===== config.mk =====
export PLATFORM = sky130hd
export DESIGN_NAME = song_frame_loader
export DESIGN_NICKNAME = d
export VERILOG_FILES = /design/src/rtl/song_frame_loader.sv
export SDC_FILE = /design/constraint.sdc
export NUM_CORES = 1
export LEC_CHECK = 0
export ABC_AREA = 1
export CORE_ASPECT_RATIO = 1.4
export CORE_UTILIZATION = 55
export DETAILED_ROUTE_END_ITERATION = 8
export GPL_TIMING_DRIVEN = 1
export PLACE_DENSITY = 0.72
export SLEW_MARGIN = 20
export SYNTH_ARGS = -nofsm -noshare
export SYNTH_HDL_FRONTEND = slang
export SYNTH_SLANG_ARGS = --single-unit

===== constraint.sdc =====
create_clock -name clk_1ms -period 2.35 [get_ports clk_1ms]
set_input_delay 0.47 -clock clk_1ms [delete_from_list [all_inputs] [get_ports clk_1ms]]
set_output_delay 0.47 -clock clk_1ms [all_outputs]
set_load 0.05 [all_outputs]

===== src/rtl/song_frame_loader.sv =====
// Framed UART song loader: parses HDR/len/notes frames into a note buffer and loops them to the player.
// Optional checksum byte at frame end is enabled by defining SONG_CHECKSUM_EN.
module song_frame_loader #(
    parameter int unsigned DEPTH      = 128,
    parameter int unsigned TIMEOUT_MS = 500,
    parameter logic [7:0]  HDR_BYTE   = 8'hA5
) (
    input  logic       clk_1ms,
    input  logic       sys_rst_n,
    input  logic       rx_valid_i,
    input  logic [7:0] rx_data_i,
    output logic       rx_ack_o,
    output logic       out_valid_o,
    input  logic       out_ready_i,
    output logic [7:0] out_data_o,
    output logic [7:0] out_index_o,
    output logic       song_valid_o,
    output logic [7:0] song_len_o,
    output logic       frame_ok_o,
    output logic       frame_err_o,
    output logic [1:0] err_code_o
);

    localparam int unsigned AW       = (DEPTH > 1) ? $clog2(DEPTH) : 1;
    localparam logic [15:0] TMO_LAST = 16'(TIMEOUT_MS - 1);
    localparam logic [7:0]  DEPTH_B  = 8'(DEPTH);

    typedef enum logic [2:0] {
        S_IDLE,
        S_LEN,
        S_DATA,
`ifdef SONG_CHECKSUM_EN
        S_CSUM,
`endif
        S_COMMIT
    } state_t;

    state_t      state_q;
    logic        rx_ack_q;
    logic [15:0] tmo_q;
    logic [7:0]  len_q;
    logic [7:0]  wr_ptr_q;
    logic [7:0]  rd_ptr_q;
    logic [7:0]  song_len_q;
    logic        song_valid_q;
    logic        out_valid_q;
    logic [7:0]  out_data_q;
    logic [7:0]  out_index_q;
    logic        frame_ok_q;
    logic        frame_err_q;
    logic [1:0]  err_code_q;
`ifdef SONG_CHECKSUM_EN
    logic [7:0]  csum_q;
`endif

    logic [7:0] mem_q [2**AW];

    logic rx_take;
    logic in_frame;
    logic tmo_hit;
    logic hdr_abort;

    // No byte is taken while committing so the commit cycle never races a new header.
    assign rx_take   = rx_valid_i && !rx_ack_q && (state_q != S_COMMIT);
    assign in_frame  = (state_q == S_LEN) || (state_q == S_DATA)
`ifdef SONG_CHECKSUM_EN
                       || (state_q == S_CSUM)
`endif
                       ;
    assign tmo_hit   = in_frame && !rx_take && (tmo_q == TMO_LAST);
    assign hdr_abort = rx_take && (state_q == S_IDLE) && (rx_data_i == HDR_BYTE);

    always_ff @(posedge clk_1ms) begin
        if (rx_take && state_q == S_DATA) begin
            mem_q[wr_ptr_q[AW-1:0]] <= rx_data_i;
        end
    end

    always_ff @(posedge clk_1ms or negedge sys_rst_n) begin
        if (!sys_rst_n) begin
            state_q      <= S_IDLE;
            rx_ack_q     <= 1'b0;
            tmo_q        <= '0;
            len_q        <= '0;
            wr_ptr_q     <= '0;
            rd_ptr_q     <= '0;
            song_len_q   <= '0;
            song_valid_q <= 1'b0;
            out_valid_q  <= 1'b0;
            out_data_q   <= '0;
            out_index_q  <= '0;
            frame_ok_q   <= 1'b0;
            frame_err_q  <= 1'b0;
            err_code_q   <= '0;
`ifdef SONG_CHECKSUM_EN
            csum_q       <= '0;
`endif
        end else begin
            frame_ok_q  <= 1'b0;
            frame_err_q <= 1'b0;

            if (rx_take) begin
                rx_ack_q <= 1'b1;
            end else if (!rx_valid_i) begin
                rx_ack_q <= 1'b0;
            end

            tmo_q <= (in_frame && !rx_take) ? tmo_q + 16'd1 : '0;

            if (tmo_hit) begin
                state_q     <= S_IDLE;
                frame_err_q <= 1'b1;
                err_code_q  <= 2'd3;
            end else begin
                case (state_q)
                    S_IDLE: begin
                        if (hdr_abort) begin
                            state_q      <= S_LEN;
                            song_valid_q <= 1'b0;
                        end
                    end
                    S_LEN: begin
                        if (rx_take) begin
                            if (rx_data_i == 8'd0 || rx_data_i > DEPTH_B) begin
                                state_q     <= S_IDLE;
                                frame_err_q <= 1'b1;
                                err_code_q  <= 2'd1;
                            end else begin
                                len_q    <= rx_data_i;
                                wr_ptr_q <= '0;
                                state_q  <= S_DATA;
`ifdef SONG_CHECKSUM_EN
                                csum_q   <= rx_data_i;
`endif
                            end
                        end
                    end
                    S_DATA: begin
                        if (rx_take) begin
                            wr_ptr_q <= wr_ptr_q + 8'd1;
`ifdef SONG_CHECKSUM_EN
                            csum_q   <= csum_q ^ rx_data_i;
                            if (wr_ptr_q == len_q - 8'd1) state_q <= S_CSUM;
`else
                            if (wr_ptr_q == len_q - 8'd1) state_q <= S_COMMIT;
`endif
                        end
                    end
`ifdef SONG_CHECKSUM_EN
                    S_CSUM: begin
                        if (rx_take) begin
                            if (rx_data_i == csum_q) begin
                                state_q <= S_COMMIT;
                            end else begin
                                state_q     <= S_IDLE;
                                frame_err_q <= 1'b1;
                                err_code_q  <= 2'd2;
                            end
                        end
                    end
`endif
                    S_COMMIT: begin
                        song_len_q   <= len_q;
                        song_valid_q <= 1'b1;
                        rd_ptr_q     <= '0;
                        frame_ok_q   <= 1'b1;
                        state_q      <= S_IDLE;
                    end
                    default: state_q <= S_IDLE;
                endcase
            end

            // Playback: fetch, present until accepted, then one idle cycle while the next fetch lands.
            if (hdr_abort) begin
                out_valid_q <= 1'b0;
            end else if (out_valid_q) begin
                if (out_ready_i) begin
                    out_valid_q <= 1'b0;
                    rd_ptr_q    <= (rd_ptr_q == song_len_q - 8'd1) ? 8'd0 : rd_ptr_q + 8'd1;
                end
            end else if (song_valid_q) begin
                out_valid_q <= 1'b1;
                out_data_q  <= mem_q[rd_ptr_q[AW-1:0]];
                out_index_q <= rd_ptr_q;
            end
        end
    end

    assign rx_ack_o     = rx_ack_q;
    assign out_valid_o  = out_valid_q;
    assign out_data_o   = out_data_q;
    assign out_index_o  = out_index_q;
    assign song_valid_o = song_valid_q;
    assign song_len_o   = song_len_q;
    assign frame_ok_o   = frame_ok_q;
    assign frame_err_o  = frame_err_q;
    assign err_code_o   = err_code_q;

endmodule

==> impl_metrics.csv <==
group,metric,value,unit
floorplanning,chipHeight,350.5,µm
setup_path,startpoint_type,"flip-flop",
hold_path,worstHoldStart,"rx_data_i[1]",
yosys,ys.flop_type,"edfxtp_1",
grt,grt_max_degree,123,
setup_path,reg2regPathDepth,11,
yosys,post_synth.cell_area_avg,10.72,µm²
route,wirelength,126300,µm
power,sw_frac_of_total,0.3564,
sta,period_needed,2.319,ns
setup_path,required,2.91,ns
power,power.total,0.05902,W
route,wl_met1,44840,µm
route,via_per_inst,5.635,
grt,grt_first_pass_wirelength,187000,µm
yosys,synth_edf_count,1024,
yosys,syn_inst,4449,
placed_design,dpl.hpwl,79530,µm
sta,fmax,0.4312,GHz
sta,hold_ws,0.09217,ns
setup_path,path_class,"reg2reg",
placed_design,place_inst,5640,
clock_tree,cts_max_level,3,
floorplanning,die_x,250.9,µm
sta,finalCritPeriodShare,0.9868,
grt,grt_antenna_before_repair,2,
power,p_per_area,1078,mW/mm²
setup_path,r2r_setup_slack,0.03,ns
floorplanning,initial_core_util,0.5560,
grt,grt_overflow_total,0,
power,clkPwrFrac,0.283,
route,wl_met2,64020,µm
grt,grt_util_all_layers,0.2880,
clock_tree,cts-root-buf,"clkbuf_16",
clock_tree,clock_latency,0.68,ns
cells_and_area,area_delta_synth_final,14.69,%
route,vias,32840,
cells_and_area,nNetsFinal,4671,
floorplanning,dieArea,0.08795,mm²
floorplanning,coreArea,0.08581,mm²
yosys,synth-seq-cells,1097,
sta,hold_violations,0,
clock_tree,path_clk_slew,0.07,ns
clock_tree,cts_tree,"yes",
hold_path,hold_class,"in2reg",
cells_and_area,antennaDiodeCount,0,
sta,rsz0062_at_grt,"true",
grt,grt_pass1_vias,31630,
placed_design,place_ws,-0.1654,ns
clock_tree,cts_buffers,97,
route,first_pass_iters,6,
floorplanning,row_count,127,
clock_tree,cts_sinks,1097,
cells_and_area,instances_no_fill,5828,
cells_and_area,design_area,0.05472,mm²
sta,slew_headroom,0.4137,
route,drtIter0Drc,3725,
floorplanning,io_pins,43,
setup_path,worstSetupEndpointType,"flip-flop",
power,comb_power_share,0.339,
placed_design,portBuffers,42,
placed_design,routabilityCongestion,0.9117,
sta,worst_slack,0.03107,ns
yosys,synth_fp_nets,4470,
setup_path,cp.arrival,2.87,ns
sta,drv_slew,0,
power,switchingPower,0.02103,W
power,intPower,0.03799,W
status,status,"finished clean",
sta,worstMarginPinSlew,0.8795,ns
yosys,synth_cell_type_count,41,
placed_design,dpl-instance-area,0.05116,mm²
yosys,ys_seq_area_frac,0.6828,
route,avgRoutedWirePerCell,21.67,µm
route,final_antenna_net_count,0,
clock_tree,clk_path_buf_depth,3,
setup_path,reg2reg_to,"out_data_o[0]",
hold_path,whs_endpoint,"mem_q[111][1]",
flow_run,drv_cap,0,
route,highest_layer,"met5",
yosys,async_flop_share,0.06655,
yosys,ys_warn_count,0,
power,p_leak,21.97,nW
power,p_seq_frac,0.378,
hold_path,whs_path_depth,1,
cells_and_area,drive_gt1_frac,0.1240,
cells_and_area,fillers,6420,
setup_path,cp_max_fo,12,
yosys,syn-cell-area,0.04771,mm²
sta,setup_violations,0,
sta,finClkSkew,0.02695,ns
power,vdd_drop_max,816.2,µV
route,drc_errors,0,
route,dr_wl_met3,9517,µm
setup_path,regToRegStartpoint,"rd_ptr_q[0]",
-- registers in the layout, summed over array words and instances (netlist names), 2 cells and up --
register	flops
err_code_o	2
len_q	8
mem_q	1024
out_data_o	8
out_index_o	8
rd_ptr_q	8
song_len_o	8
state_q	2
tmo_q	16
wr_ptr_q	8
-- routing by layer --
| layer | GRT usage | vias up |
|---|---|---|
| li1 | - | 15280 |
| met1 | 0.3374 | 15620 |
| met2 | 0.5092 | 1566 |
| met3 | 0.03991 | 374 |
| met4 | 0.1635 | 4 |
| met5 | 0 | - |
-- power by group through the flow --
| stage | Combinational, W | Sequential, W | Clock, W |
|---|---|---|---|
| floorplan | 0.0118 | 0.0231 | 0 |
| global placement | 0.0191 | 0.0227 | 0 |
| detailed placement | 0.0193 | 0.0227 | 0 |
| CTS | 0.0193 | 0.0223 | 0.0169 |
| global route | 0.0215 | 0.0223 | 0.0176 |
| finish | 0.0200 | 0.0223 | 0.0167 |
-- logic make-up (layout without fill, tap and decap cells) --
kind of cell | Yosys count | count (layout) | synth area share
AOI/OAI and AO/OA | 234 | 234 | 0.03459
xor gates and xnor gates | 28 | 28 | 0.005429
adders and majority gates | 9 | 9 | 0.002360
buffers and inverters | 804 | 1087 | 0.06978
DFF | 1097 | 1097 | 0.6828
and+or+nand+nor | 2277 | 2277 | 0.2051
-- timing repair --
action | in CTS | in global routing
pin swaps | 0 | 1
hold endpoints to repair | 34 | 0
gates resized for setup | 21 | 23
hold buffers | 1 | 0
endpoints found under the setup margin | 22 | 132
gates cloned | 0 | 3
buffers inserted | 0 | 3
-- placed cells by master, fill, tap and decap left out, drive strengths merged, types with 2 or more instances in the layout --
cell / instances
xnor2: 9
buf: 307
clkdlybuf4s50: 12
a21oi: 10
bufinv: 16
clkinv: 27
clkinvlp: 13
nand3b: 3
nor3: 12
dlygate4sd2: 20
or2: 95
o21ai: 101
nand3: 724
clkbuf: 127
inv: 563
nor4: 3
o21a: 2
o211ai: 112
nand4: 15
xor2: 18
o31ai: 6
dfrtp: 73
edfxtp: 1024
nor2: 306
ha: 9
nand2: 1118
-- worst max-delay path by stage --
stage | to | depth (start not counted) | slack, ns | startpoint
detailed placement | mem_q[54][1] | 7 | -0.17 | rx_valid_i
finish | out_data_o[0] | 11 | 0.03 | rd_ptr_q[0]
global route | out_data_o[6] | 12 | -0.02 | rd_ptr_q[0]
floorplan | mem_q[108][0] | 7 | 0.07 | state_q[0]
CTS | out_data_o[5] | 11 | 0.003 | rd_ptr_q[0]
global placement | mem_q[54][3] | 7 | -0.12 | rx_valid_i
-- cells in the mapped netlist, drive strengths merged (6+ instances only) --
master,number,share of area
nand2,1118,0.088
edfxtp,1024,0.64
xor2,18,0.0033
nand4,15,0.0021
dfrtp,73,0.038
xnor2,9,0.0017
nor2,306,0.024
ha,9,0.0024
o31ai,6,0.00094
or2,95,0.012
nand3,724,0.076
o21ai,101,0.011
buf,169,0.020
nor3,12,0.0013
clkbuf,73,0.0058
o211ai,112,0.021
a21oi,10,0.0010
inv,560,0.044
-- metrics by stage --
stage            util  setup TNS (ns)
5_1_grt        0.6377        -0.05261
3_5_place_dp   0.5962          -15.54
6_report       0.6377               0
2_1_floorplan       -               0
4_1_cts        0.6353               0
3_3_place_gp   0.5962          -6.246
-- worst max-delay path, cell delays in order (launching register included) --
cell     delay, ns
dfrtp_4       0.58
buf_12        0.20
buf_4         0.19
or2_1         0.23
nand3_1       0.07
nand2_1       0.05
nand2_1       0.07
nand3_1       0.11
nand3_1       0.26
nand3_1       0.21
nand3_1       0.14
nand3_1       0.07
-- final cells by class --
cell class / count / area [µm²] / share of cell area
Multi-Input combinational cell: 2548 / 11870 / 0.2170
Clock inverter: 57 / 733.2 / 0.01340
Tap cell: 1096 / 1371 / 0.02506
Inverter: 562 / 2140 / 0.03910
Timing Repair Buffer: 344 / 3382 / 0.06181
Sequential cell: 1097 / 32590 / 0.5956
Clock buffer: 124 / 2633 / 0.04811
No activity file was read; power rests on OpenSTA's default activity.
